$ cat src/rtl/add_multicycle_stager_if.sv
// Handshake and adder-side signal bundle for add_multicycle_stager.
// slave: the stager itself. master: upstream, downstream and adder side.
interface add_multicycle_stager_if #(
    parameter int unsigned WIDTH     = 45,
    parameter int unsigned CNT_WIDTH = 16
);
    logic                 i_valid;
    logic                 o_ready;
    logic [WIDTH-1:0]     i_term1;
    logic [WIDTH-1:0]     i_term2;
    logic [WIDTH-1:0]     o_add_term1;
    logic [WIDTH-1:0]     o_add_term2;
    logic [WIDTH:0]       i_add_result;
    logic                 o_valid;
    logic                 i_ready;
    logic [WIDTH:0]       o_result;
    logic                 o_carry;
    logic [CNT_WIDTH-1:0] o_done_count;

    modport slave (
        input  i_valid,
        input  i_term1,
        input  i_term2,
        input  i_add_result,
        input  i_ready,
        output o_ready,
        output o_add_term1,
        output o_add_term2,
        output o_valid,
        output o_result,
        output o_carry,
        output o_done_count
    );

    modport master (
        output i_valid,
        output i_term1,
        output i_term2,
        output i_add_result,
        output i_ready,
        input  o_ready,
        input  o_add_term1,
        input  o_add_term2,
        input  o_valid,
        input  o_result,
        input  o_carry,
        input  o_done_count
    );
endinterface

$ cat src/rtl/add_multicycle_stager.sv
// Sequencer around an external ripple-carry adder: launches an operand pair, waits a
// fixed settle window for the carry chain, captures the sum and hands it downstream.
module add_multicycle_stager #(
    parameter int unsigned WIDTH         = 45,
    parameter int unsigned SETTLE_CYCLES = 3,
    parameter int unsigned CNT_WIDTH     = 16
) (
    input logic                    i_clk,
    input logic                    i_rst_n,
    add_multicycle_stager_if.slave stg_io
);

    localparam int unsigned SettleW = 4;

    if (SETTLE_CYCLES < 1 || SETTLE_CYCLES > 15) begin : gen_bad_settle
        $error("add_multicycle_stager: SETTLE_CYCLES must be in 1..15");
    end

    typedef enum logic [1:0] {StIdle, StSettle, StHold} state_e;

    state_e               state_q, state_d;
    logic [SettleW-1:0]   cnt_q, cnt_d;
    logic [WIDTH-1:0]     term1_q, term1_d;
    logic [WIDTH-1:0]     term2_q, term2_d;
    logic [WIDTH:0]       result_q, result_d;
    logic                 valid_q, valid_d;
    logic [CNT_WIDTH-1:0] done_q, done_d;
    logic                 ready;
    logic                 accept;

    // Next-state logic: launch, settle countdown, capture, and handoff/overlap.
    always_comb begin
        state_d  = state_q;
        cnt_d    = cnt_q;
        term1_d  = term1_q;
        term2_d  = term2_q;
        result_d = result_q;
        valid_d  = valid_q;
        done_d   = done_q;

        // Ready depends combinationally on downstream ready while holding a result.
        ready  = (state_q == StIdle) || ((state_q == StHold) && stg_io.i_ready);
        accept = stg_io.i_valid && ready;

        unique case (state_q)
            StIdle: begin
                if (accept) begin
                    term1_d = stg_io.i_term1;
                    term2_d = stg_io.i_term2;
                    cnt_d   = SettleW'(SETTLE_CYCLES - 1);
                    state_d = StSettle;
                end
            end
            StSettle: begin
                if (cnt_q != '0) begin
                    cnt_d = cnt_q - 1'b1;
                end else begin
                    // Carry chain has had its full window; sample the sum exactly once.
                    result_d = stg_io.i_add_result;
                    valid_d  = 1'b1;
                    state_d  = StHold;
                end
            end
            StHold: begin
                if (stg_io.i_ready) begin
                    done_d  = done_q + CNT_WIDTH'(1);
                    valid_d = 1'b0;
                    if (stg_io.i_valid) begin
                        term1_d = stg_io.i_term1;
                        term2_d = stg_io.i_term2;
                        cnt_d   = SettleW'(SETTLE_CYCLES - 1);
                        state_d = StSettle;
                    end else begin
                        state_d = StIdle;
                    end
                end
            end
            default: begin
                state_d = StIdle;
                valid_d = 1'b0;
            end
        endcase
    end

    // State register; reset aborts any in-flight transaction.
    always_ff @(posedge i_clk or negedge i_rst_n) begin
        if (!i_rst_n) begin
            state_q  <= StIdle;
            cnt_q    <= '0;
            term1_q  <= '0;
            term2_q  <= '0;
            result_q <= '0;
            valid_q  <= 1'b0;
            done_q   <= '0;
        end else begin
            state_q  <= state_d;
            cnt_q    <= cnt_d;
            term1_q  <= term1_d;
            term2_q  <= term2_d;
            result_q <= result_d;
            valid_q  <= valid_d;
            done_q   <= done_d;
        end
    end

    assign stg_io.o_ready      = ready;
    assign stg_io.o_add_term1  = term1_q;
    assign stg_io.o_add_term2  = term2_q;
    assign stg_io.o_valid      = valid_q;
    assign stg_io.o_result     = result_q;
    assign stg_io.o_carry      = result_q[WIDTH];
    assign stg_io.o_done_count = done_q;

endmodule
$ cat src/flat_wrapper.sv
// flat-port wrapper written by rule: the top's interface ports become plain ports
module add_multicycle_stager_flat 
#(
    parameter int unsigned WIDTH         = 45,
    parameter int unsigned SETTLE_CYCLES = 3,
    parameter int unsigned CNT_WIDTH     = 16
)
  (i_clk, i_rst_n, stg_io_i_valid, stg_io_i_term1, stg_io_i_term2, stg_io_i_add_result, stg_io_i_ready, stg_io_o_ready, stg_io_o_add_term1, stg_io_o_add_term2, stg_io_o_valid, stg_io_o_result, stg_io_o_carry, stg_io_o_done_count);
  add_multicycle_stager_if #(.WIDTH(WIDTH), .CNT_WIDTH(CNT_WIDTH)) stg_io_i ();
  input logic i_clk;
  input logic i_rst_n;
  input wire logic [$bits(stg_io_i.i_valid)-1:0] stg_io_i_valid;
  input wire logic [$bits(stg_io_i.i_term1)-1:0] stg_io_i_term1;
  input wire logic [$bits(stg_io_i.i_term2)-1:0] stg_io_i_term2;
  input wire logic [$bits(stg_io_i.i_add_result)-1:0] stg_io_i_add_result;
  input wire logic [$bits(stg_io_i.i_ready)-1:0] stg_io_i_ready;
  output wire logic [$bits(stg_io_i.o_ready)-1:0] stg_io_o_ready;
  output wire logic [$bits(stg_io_i.o_add_term1)-1:0] stg_io_o_add_term1;
  output wire logic [$bits(stg_io_i.o_add_term2)-1:0] stg_io_o_add_term2;
  output wire logic [$bits(stg_io_i.o_valid)-1:0] stg_io_o_valid;
  output wire logic [$bits(stg_io_i.o_result)-1:0] stg_io_o_result;
  output wire logic [$bits(stg_io_i.o_carry)-1:0] stg_io_o_carry;
  output wire logic [$bits(stg_io_i.o_done_count)-1:0] stg_io_o_done_count;
  assign stg_io_i.i_valid = stg_io_i_valid;
  assign stg_io_i.i_term1 = stg_io_i_term1;
  assign stg_io_i.i_term2 = stg_io_i_term2;
  assign stg_io_i.i_add_result = stg_io_i_add_result;
  assign stg_io_i.i_ready = stg_io_i_ready;
  assign stg_io_o_ready = stg_io_i.o_ready;
  assign stg_io_o_add_term1 = stg_io_i.o_add_term1;
  assign stg_io_o_add_term2 = stg_io_i.o_add_term2;
  assign stg_io_o_valid = stg_io_i.o_valid;
  assign stg_io_o_result = stg_io_i.o_result;
  assign stg_io_o_carry = stg_io_i.o_carry;
  assign stg_io_o_done_count = stg_io_i.o_done_count;
  add_multicycle_stager #(.WIDTH(WIDTH), .SETTLE_CYCLES(SETTLE_CYCLES), .CNT_WIDTH(CNT_WIDTH)) u_core (.i_clk(i_clk), .i_rst_n(i_rst_n), .stg_io(stg_io_i));
endmodule
$ cat config.mk
export PLATFORM = sky130hd
export DESIGN_NAME = add_multicycle_stager_flat
export DESIGN_NICKNAME = d
export VERILOG_FILES = /design/src/rtl/add_multicycle_stager_if.sv /design/src/rtl/add_multicycle_stager.sv /design/src/flat_wrapper.sv
export SDC_FILE = /design/constraint.sdc
export NUM_CORES = 1
export LEC_CHECK = 0
export ABC_AREA = 0
export CAP_MARGIN = 20
export CORE_MARGIN = 2
export CORE_UTILIZATION = 40
export CTS_BUF_LIST = sky130_fd_sc_hd__clkbuf_4 sky130_fd_sc_hd__clkbuf_8
export CTS_CLUSTER_DIAMETER = 60
export CTS_CLUSTER_SIZE = 12
export DETAILED_ROUTE_END_ITERATION = 6
export PLACE_DENSITY = 0.78
export SLEW_MARGIN = 0
export SYNTH_ARGS = -nofsm -noshare
export SYNTH_HDL_FRONTEND = slang
export SYNTH_SLANG_ARGS = --single-unit
$ cat constraint.sdc
create_clock -name i_clk -period 1.7 [get_ports i_clk]
set_input_delay 0.425 -clock i_clk [delete_from_list [all_inputs] [get_ports i_clk]]
set_output_delay 0.425 -clock i_clk [all_outputs]
set_load 0.05 [all_outputs]
# ---- After elaboration in Yosys (flattened, before gate mapping)
# Cells that the tools add are included.
dict set report classes {
  addsub 2
  eq_ne 7
  mux 21
  n_bitwise 2
  n_reduce_logical 13
}
# operator n
set op_table {}
lappend op_table {{2-to-1 mux 45 bit} 6}
lappend op_table {{case mux 45 bit (2 select lines)} 2}
lappend op_table {{adder 16 x 1 -> 16 bit (second input constant)} 1}
lappend op_table {{2-to-1 mux 4 bit} 4}
lappend op_table {{case mux 4 bit (3 select lines)} 1}
lappend op_table {{2-to-1 mux 2 bit} 3}
lappend op_table {{inequality test 2 bit (second input constant)} 3}
lappend op_table {{case mux 2 bit (3 select lines)} 1}
lappend op_table {{AND reduction 3 bit} 2}
lappend op_table {{AND reduction 5 bit} 1}
lappend op_table {{inequality test 2 x 1 -> 1 bit (second input constant)} 2}
lappend op_table {{AND reduction 2 bit} 2}
lappend op_table {{AND reduction 4 bit} 1}
lappend op_table {{nonzero test 4 bit} 1}
lappend op_table {{subtractor 4 x 1 -> 4 bit (second input constant)} 1}
lappend op_table {{2-to-1 mux 1 bit} 3}
lappend op_table {{case mux 1 bit (3 select lines)} 1}
lappend op_table {{nonzero test 3 bit} 1}
lappend op_table {{equality test 2 x 1 -> 1 bit (second input constant)} 1}
lappend op_table {{equality test 2 bit (second input constant)} 1}
lappend op_table {{logical AND 1 bit} 2}
lappend op_table {{logical NOT 2 bit} 1}
lappend op_table {{NOT 1 bit} 2}
lappend op_table {{nonzero test 2 bit} 1}
lappend op_table {{logical OR 1 bit} 1}
dict set report totals {
  regBits 159
  inputBits 140
  output_inout_bits 155
  wordCells 52
}

# ---- Depth between registers and ports, before layout
# Gate-level depths: netlist of the first run.
dict set report logic_depth {
  depth_word 6
  ltp_mapped 6
  mapped_depth_nobuf 6
}

# ---- Worst setup path before layout of the first run
# OpenSTA, ideal clock, no wires.
dict set report synth_path {
  kind {reg2reg}
  startpoint {register u_core.done_q[3] (netlist: u_core.stg_io.o_done_count[3])}
  endpoint {register u_core.done_q[14] (netlist: u_core.stg_io.o_done_count[14])}
  setup_ns 0.082
  arrival_ns 1.683
  t_required_ns 1.618
  setup_slack_ns -0.065
  path_stages_with_launch 5
  n_path_buf 0
  period_less_slack_ns 1.765
  cell_sequence {dfrtp_1 > nand4_2 > or3_4 > nor4_4 > xor2_1}
}
dict set report synth_between {
  elab_chain_cells 1
}
# item line
set synth_rtl {}
lappend synth_rtl {{from (decl)} add_multicycle_stager.sv:27} ;# logic [CNT_WIDTH-1:0] done_q, done_d;
lappend synth_rtl {{from (signal assigned)} add_multicycle_stager.sv:102} ;# done_q <= done_d;
lappend synth_rtl {{adder 16 x 1 -> 16 bit} add_multicycle_stager.sv:66} ;# done_d = done_q + CNT_WIDTH'(1);
# No other way between the ends.
# A chain may end at the register's enable or synchronous reset.

# ---- Final worst setup path of the first run
dict set report layout_path {
  startpoint {register u_core.state_q[0]}
  endpoint {output port stg_io_o_ready}
}
dict set report layout_between {
  elab_chain_cells 3
  word_cells_on_any_way 4
  cone_classes {1 x eq/ne; 3 x reduce/logical}
}
# item line
set layout_rtl {}
lappend layout_rtl {{from (decl)} add_multicycle_stager.sv:21} ;# state_e state_q, state_d;
lappend layout_rtl {{from (signal assigned)} add_multicycle_stager.sv:88} ;# state_q <= StIdle;
lappend layout_rtl {{from (signal assigned)} add_multicycle_stager.sv:96} ;# state_q <= state_d;
lappend layout_rtl {{equality test 2 bit} add_multicycle_stager.sv:42} ;# ready = (state_q == StIdle) || ((state_q == StHold) && stg_io.i_ready);
lappend layout_rtl {{logical AND 1 bit} add_multicycle_stager.sv:42}
lappend layout_rtl {{logical OR 1 bit *} add_multicycle_stager.sv:42}
lappend layout_rtl {{to (decl)} flat_wrapper.sv:17} ;# output wire logic [$bits(stg_io_i.o_ready)-1:0] stg_io_o_ready;
# Mark *: on every way between the ends. The rest lies on a longest branch, timed or not.

==> run metrics, run 1 <==
Reg2Reg Depth 5; Pint 0.0125 W; Die Area around 16000 um^2; period utilisation layout between 90% and 100%; synth warn 0; First-pass DRT Iterations 4; DRT Wirelength ~15 mm; nets approximately 850; drc violations 0; Worst R2R Setup Slack approximately 0.070 ns; setup TNS 0 ns; Critical R2R Capture u_core.stg_io.o_add_term1[33]$_DFFE_PN0P_; post-synth top area share approximately 65%; Vias per Instance 4.75; sequential-to-total area share from yosys stat between 60% and 70%; Antenna Nets Post-Route 0; Sw Ratio a little under half; # setup viols final 0; Clock Latency Late Sink between 0.4 and 0.5 ns; Hold Slack 0.386 ns; dpl cells around 880; Yosys top cell by area dfrtp_1; switching power approximately 0.011 W; arrival time worst endpoint around 1.2 ns; Root Driver clkbuf_8; Syn Area/Cell between 15 and 20 um^2; final hold viol count 0; Worst Tran Pin Value ~0.34 ns; pre-CTS setup slack -0.416 ns; Max Cap Viol 0; Cell Pwr Density 2360 nW/um^2; Synth cell types 29; CP Max Fanout 6; share of total power in combinational logic 56.7%; CP endpoint kind primary output; pins over their slew limit 0; # rows between 40 and 50; IO Count roughly 300; total grt overflow 0; startpoint types register; Max Fclk a little over 0.6 GHz; share of layout cells above drive strength 1 a little under half; total power between 0.02 and 0.025 W; CP Data Required Time between 1 and 1.5 ns; Hold Path Class in -> async; largest cells by area after synthesis dfrtp_1 (65%), mux2_2 (22%), mux2_1 (3.3%), xnor2_1 (1.6%), buf_4 (1.1%); clock-pin transition on the worst setup and hold timing paths 0.08 ns; vias in the first global route between 4000 and 5000; Area Overhead vs Synth 60.6%; routed via count about 4300; pin count of the biggest net entering global routing 60; Synth Cell Area 6150 um^2; core area around 15000 um^2; I/O Buffers between 200 and 300; clk_skew 0.00892 ns; Detail Placement HPWL approximately 12 mm; crit path time final 1.64 ns; critical path class reg -> out; clock buffer depth 2; Initial Utilization between 40% and 50%; first-pass GRT wire length about 24 mm; Final WS setup 0.0644 ns; Die W between 100 and 150 um; TritonCTS clock tree yes; Seq cells post-synth approximately 160; Clk pwr share around 15%; unrepaired setup endpoints after global routing true; Diodes inserted 0; die height 128 um; Worst R2R Start u_core.state_q[1]$_DFFE_PN0P_; # H-tree levels 4; antenna violations before repair 0; Starting DRT DRC Count roughly 140; gpl congestion roughly 0.75; Synth Instances 389; Syn Nets roughly 530; Worst slew margin between 70% and 80%; Finished Layout Cells 910; Leak Pwr about 4.4 nW; Flop pwr share 28.5%; TritonCTS Sinks between 150 and 200; maximum vdd drop 1590 uV; overall routing resource usage between 10% and 20%; status complete, no violations; TritonCTS Buffers 17; Routed WL per cell about 17 um
[power groups by stage]
stage	clock (W)	combinational, W	sequential (W)
2_1_floorplan	0	0.00279	0.0126
3_3_place_gp	0	0.0130	0.00662
3_5_place_dp	0	0.0133	0.00671
4_1_cts	0.00357	0.0133	0.00668
5_1_grt	0.00370	0.0138	0.00689
6_report	0.00346	0.0133	0.00665
[Yosys cell counts]
cell type	number
xor2_1	6
a211oi_2	1
dfrtp_1	159
nand3_4	1
xnor2_1	11
ha_1	3
and3_1	1
and3b_1	1
o21ai_0	5
mux2_2	119
buf_4	9
nand3_1	6
and4_1	1
nor3_1	3
nand2_1	10
or3_4	1
buf_2	6
nor2_1	6
nand2b_1	2
buf_6	2
nand4_1	3
nor4_4	1
inv_1	7
mux2_1	18
and2b_1	1
nand4_2	1
nor4_1	1
or3b_2	1
a21oi_1	3
[registers in the layout, indices dropped and copies added, names as in the netlist]
name                        cells
u_core.cnt_q                    4
u_core.state_q                  2
u_core.stg_io.o_add_term1      45
u_core.stg_io.o_add_term2      45
u_core.stg_io.o_done_count     16
u_core.stg_io.o_result         46
u_core.stg_io.o_valid           1
[kinds of logic after synthesis]
family	after synthesis	synth area share, %
flops	159	64.7
compound gates	9	0.854
mux	137	25.1
buf+inv	24	2.38
simple gates	40	3.99
xor+xnor	17	2.42
fa+ha+maj	3	0.610
[per-layer routing]
layer | GRT usage [%] | vias to the layer above | routed length (um)
met3 | 6.39 | 27 | 1060
met2 | 33.5 | 167 | 8120
met5 | 0 | - | 0
met4 | 8.34 | 0 | 375
met1 | 20.9 | 2137 | 5550
li1 | - | 1995 | -
[worst max path at each step]
stage                                               from  slack (ns)                                    endpoint  cells past startpoint
2_1_floorplan  u_core.stg_io.o_done_count[7]$_DFFE_PN0P_        0.01  u_core.stg_io.o_done_count[14]$_DFFE_PN0P_                      4
3_3_place_gp                              stg_io_i_ready       -0.43   u_core.stg_io.o_add_term2[32]$_DFFE_PN0P_                      6
3_5_place_dp                              stg_io_i_ready       -0.42   u_core.stg_io.o_add_term2[33]$_DFFE_PN0P_                      6
4_1_cts                    u_core.state_q[0]$_DFFE_PN0P_        0.02                              stg_io_o_ready                      2
5_1_grt                    u_core.state_q[0]$_DFFE_PN0P_      -0.006                              stg_io_o_ready                      2
6_report                   u_core.state_q[0]$_DFFE_PN0P_        0.06                              stg_io_o_ready                      2
[metrics by stage]
step,utilization [%],instance area (um^2)
after floorplan,-,6160
after global placement,61.8,9320
after detailed placement,61.8,9320
after CTS,65.4,9870
after global routing,65.5,9880
final,65.5,9880
[worst max-delay path: stages, from the launching register on]
cell and delay [ns]:
dfrtp_2 0.47, a21oi_4 0.16, buf_12 0.15
[cell usage in the layout, fill, tap and decap left out, types with 2 or more instances in the layout]
cell type / netlist / routed
dfrtp_1: 159 / 153
buf_4: 9 / 150
clkdlybuf4s50_1: 0 / 137
mux2_2: 119 / 119
buf_12: 0 / 26
mux2_1: 18 / 18
clkbuf_8: 0 / 17
xnor2_1: 11 / 11
nand2_1: 10 / 10
bufinv_16: 0 / 7
inv_1: 7 / 6
nor2_1: 6 / 6
xor2_1: 6 / 6
dfrtp_2: 0 / 6
nand3_1: 6 / 5
o21ai_0: 5 / 4
nor3_1: 3 / 3
nand4_1: 3 / 3
ha_1: 3 / 3
clkinv_4: 0 / 3
buf_6: 2 / 3
nand3_4: 1 / 2
nand2b_1: 2 / 2
a21oi_1: 3 / 2
clkinv_2: 0 / 2
[final cells by class]
type	count	area [um^2]
Fill cell	1089	5210
Multi-Input combinational cell	206	2060
Sequential cell	159	3990
Clock inverter	14	263
Clock buffer	18	241
Tap cell	188	235
Timing Repair Buffer	318	3070
Inverter	7	26.3
[what timing repair did]
action,in CTS,in global routing
hold buffers,1,0
buffers inserted,2,0
endpoints found under the setup margin,1,13
hold endpoints to repair,17,0
resized for setup,6,5
pin swaps,1,0
(Power assumes the default switching activity.)
==> run 2, diff against run 1 <==
Settings changed: CORE_UTILIZATION 40 to 38, CTS_CLUSTER_DIAMETER 60 to 100, TNS_END_PERCENT set to 20.
Clock period 1.7 ns to 1.4 ns, I/O delays scaled along.
==> run 2 against run 1 <==
The flow now finishes with violations (setup timing); via count is 6.2% higher; hold slack worse by 0.10 ns; sequential share of layout area is 7.6 points lower; global-route usage is 3.8 points higher; die area is 5.1% higher; critical endpoint is now u_core.stg_io.o_add_term1[13]$_DFFE_PN0P_.
==> run metrics, run 2 (synthesis gave the netlist of run 1 again) <==
status complete, but fails checks; failing checks setup timing; Clk pwr share 8.8% (-6.0 points); I/O Buffers 294 (unchanged); pin count of the biggest net entering global routing 40 (-33%); Reg2Reg Depth 6 (+1); TritonCTS Sinks 159 (unchanged); Area Overhead vs Synth 98.6%; Max stage delay on crit path 0.41 ns (-0.06 ns); final hold viol count 0 (unchanged); total power 0.0355 W (+52%); overall routing resource usage 22.8% (+3.8 points); startpoint types register; # setup viols final 171 (+171); # H-tree levels 4 (unchanged); Worst Hold Depth 2; Hold Path Class in -> reg; TritonCTS clock tree yes; hold endpoint u_core.state_q[1]$_DFFE_PN0P_; gpl congestion 0.799 (+7.0%); Leak Pwr 5.47 nW (+24%); unrepaired setup endpoints after global routing true; most frequent cells in the layout buf_12 (169), dfrtp_1 (141), clkdlybuf4s50_1 (137); arrival time worst endpoint 1.99 ns (+0.78 ns); min-delay src stg_io_i_ready; Flop pwr share 26.2% (-2.3 points); Worst Tran Pin Value 0.360 ns (+0.0153 ns); period utilisation layout 118%; CP endpoint kind register; first-pass GRT wire length 30.3 mm (+26%); share of layout cells above drive strength 1 55.2% (+7.4 points); Routed WL per cell 20.3 um (+22%); Clock Latency Late Sink 0.45 ns (about the same); CP Data Required Time 1.73 ns (+0.46 ns); clock buffer depth 2 (unchanged); routed via count 4593 (+6.2%); switching power 0.0152 W (+40%); Sw Ratio 42.9% (-3.7 points); Finished Layout Cells 957 (+5.2%); TritonCTS Buffers 17 (unchanged); critical path class reg -> reg; Worst R2R Start u_core.state_q[1]$_DFFE_PN0P_; Vias per Instance 4.80 (+0.96%); setup TNS -26.07 ns (-26.07 ns); IO Count 295 (unchanged); # rows 46 (+2.2%); CP Buf/Inv Count 4 (+3); vias in the first global route 5502 (+16%); clk_skew 0.0147 ns (+0.00576 ns); Diodes inserted 0 (unchanged); share of total power in combinational logic 65.0% (+8.3 points); antenna violations before repair 0 (unchanged); Final WS setup -0.254 ns (-0.319 ns); final core utilization 77.2% (+12 points); total grt overflow 0 (unchanged); clock-pin transition on the worst setup and hold timing paths 0.09 ns (about the same); dpl cells 917 (+4.8%); CP top delay family buffers and inverters; Max Cap Viol 0 (unchanged); Initial Utilization 38.9% (-1.9 points); number of flip-flops in the largest register 46 (unchanged); maximum vdd drop 2270 uV (+42%); Worst R2R Setup Slack -0.25 ns (-0.32 ns); CP Max Fanout 12 (+6); die height 131 um (+2.5%); Antenna Nets Post-Route 0 (unchanged); Worst slew margin 76.0% (-0.81 points); most common cell after layout, fill and taps aside buf_12; Critical R2R Capture u_core.stg_io.o_add_term1[13]$_DFFE_PN0P_; First-pass DRT Iterations 4 (unchanged); Root Driver clkbuf_8; Pint 0.0203 W (+63%); drc violations 0 (unchanged); pins over their slew limit 0 (unchanged); CP cell instances buf_6 > a211oi_4 > buf_6 > buf_12 > buf_12 > mux2_2; Critical-path top delay cell dfrtp_1; Starting DRT DRC Count 136 (-5.6%); Die Area 17200 um^2 (+5.1%); DRT Wirelength 19.4 mm (+29%); crit path time final approximately 1.7 ns; Detail Placement HPWL 13.9 mm (+20%); Cell Pwr Density 2910 nW/um^2 (+23%); Die W 131 um (+2.5%); crit path from u_core.state_q[1]$_DFFE_PN0P_; nets 871 (+2.2%); Max Fclk about 0.6 GHz; core area 15800 um^2 (+4.9%)
[run 2: changes by cell type in the layout (fill, tap and decap cells not counted), moves of 3 or more]
cell / change
dfrtp_2: +12
mux2_2: -64
buf_4: -140
mux2_4: +82
bufinv_16: -7
buf_12: +143
clkbuf_16: +3
mux2_1: -18
buf_6: +12
dfrtp_1: -12
inv_6: +4
[run 2: routing by layer]
metal	wire [um]	global-route usage [%]	up-vias
met5	0	0	-
met4	516	8.94	0
met3	1460	8.56	34
met2	10900	42.7	189
met1	6610	22.8	2339
li1	-	-	2031
[run 2: worst max-delay path by stage]
| stage | end | slack, ns | cells past startpoint |
|---|---|---|---|
| final | u_core.stg_io.o_add_term1[13]$_DFFE_PN0P_ | -0.25 | 6 |
| after global routing | u_core.stg_io.o_add_term2[24]$_DFFE_PN0P_ | -0.31 | 6 |
| after CTS | stg_io_o_ready | -0.27 | 3 |
| after detailed placement | u_core.stg_io.o_add_term2[16]$_DFFE_PN0P_ | -0.72 | 6 |
| after global placement | u_core.stg_io.o_add_term2[13]$_DFFE_PN0P_ | -0.67 | 6 |
| after floorplan | stg_io_o_ready | -0.13 | 1 |
[run 2: power groups by stage]
stage	combinational, W	sequential, W	clock, W
floorplan	0.00369	0.0153	0
global placement	0.0215	0.00912	0
detailed placement	0.0218	0.00930	0
CTS	0.0227	0.00926	0.00318
global route	0.0238	0.00956	0.00340
finish	0.0231	0.00931	0.00311
[run 2: final cells by class]
| cell class | instances | area (um^2) |
|---|---|---|
| multi-input combinational | 206 | 2440 |
| tap | 216 | 270 |
| fill | 880 | 3610 |
| inverter | 7 | 26.3 |
| clock inverter | 14 | 108 |
| clock buffer | 18 | 248 |
| sequential | 159 | 4000 |
| timing repair buffer | 337 | 5120 |
[run 2: through the flow]
stage	setup WS, ns	hold slack [ns]	instance area [um^2]
floorplan	-0.134	0.0544	6270
global placement	-0.672	0.268	11300
detailed placement	-0.717	0.274	11300
CTS	-0.269	0.352	12000
global route	-0.305	0.272	12200
finish	-0.254	0.285	12200
[run 2: timing repair]
action	in CTS	in global routing
pin swaps	9	2
setup endpoints to repair	294	311
gates resized for setup	74	34
cloned	1	3
buffers inserted	3	0
hold buffers	1	0
hold endpoints to repair	29	0
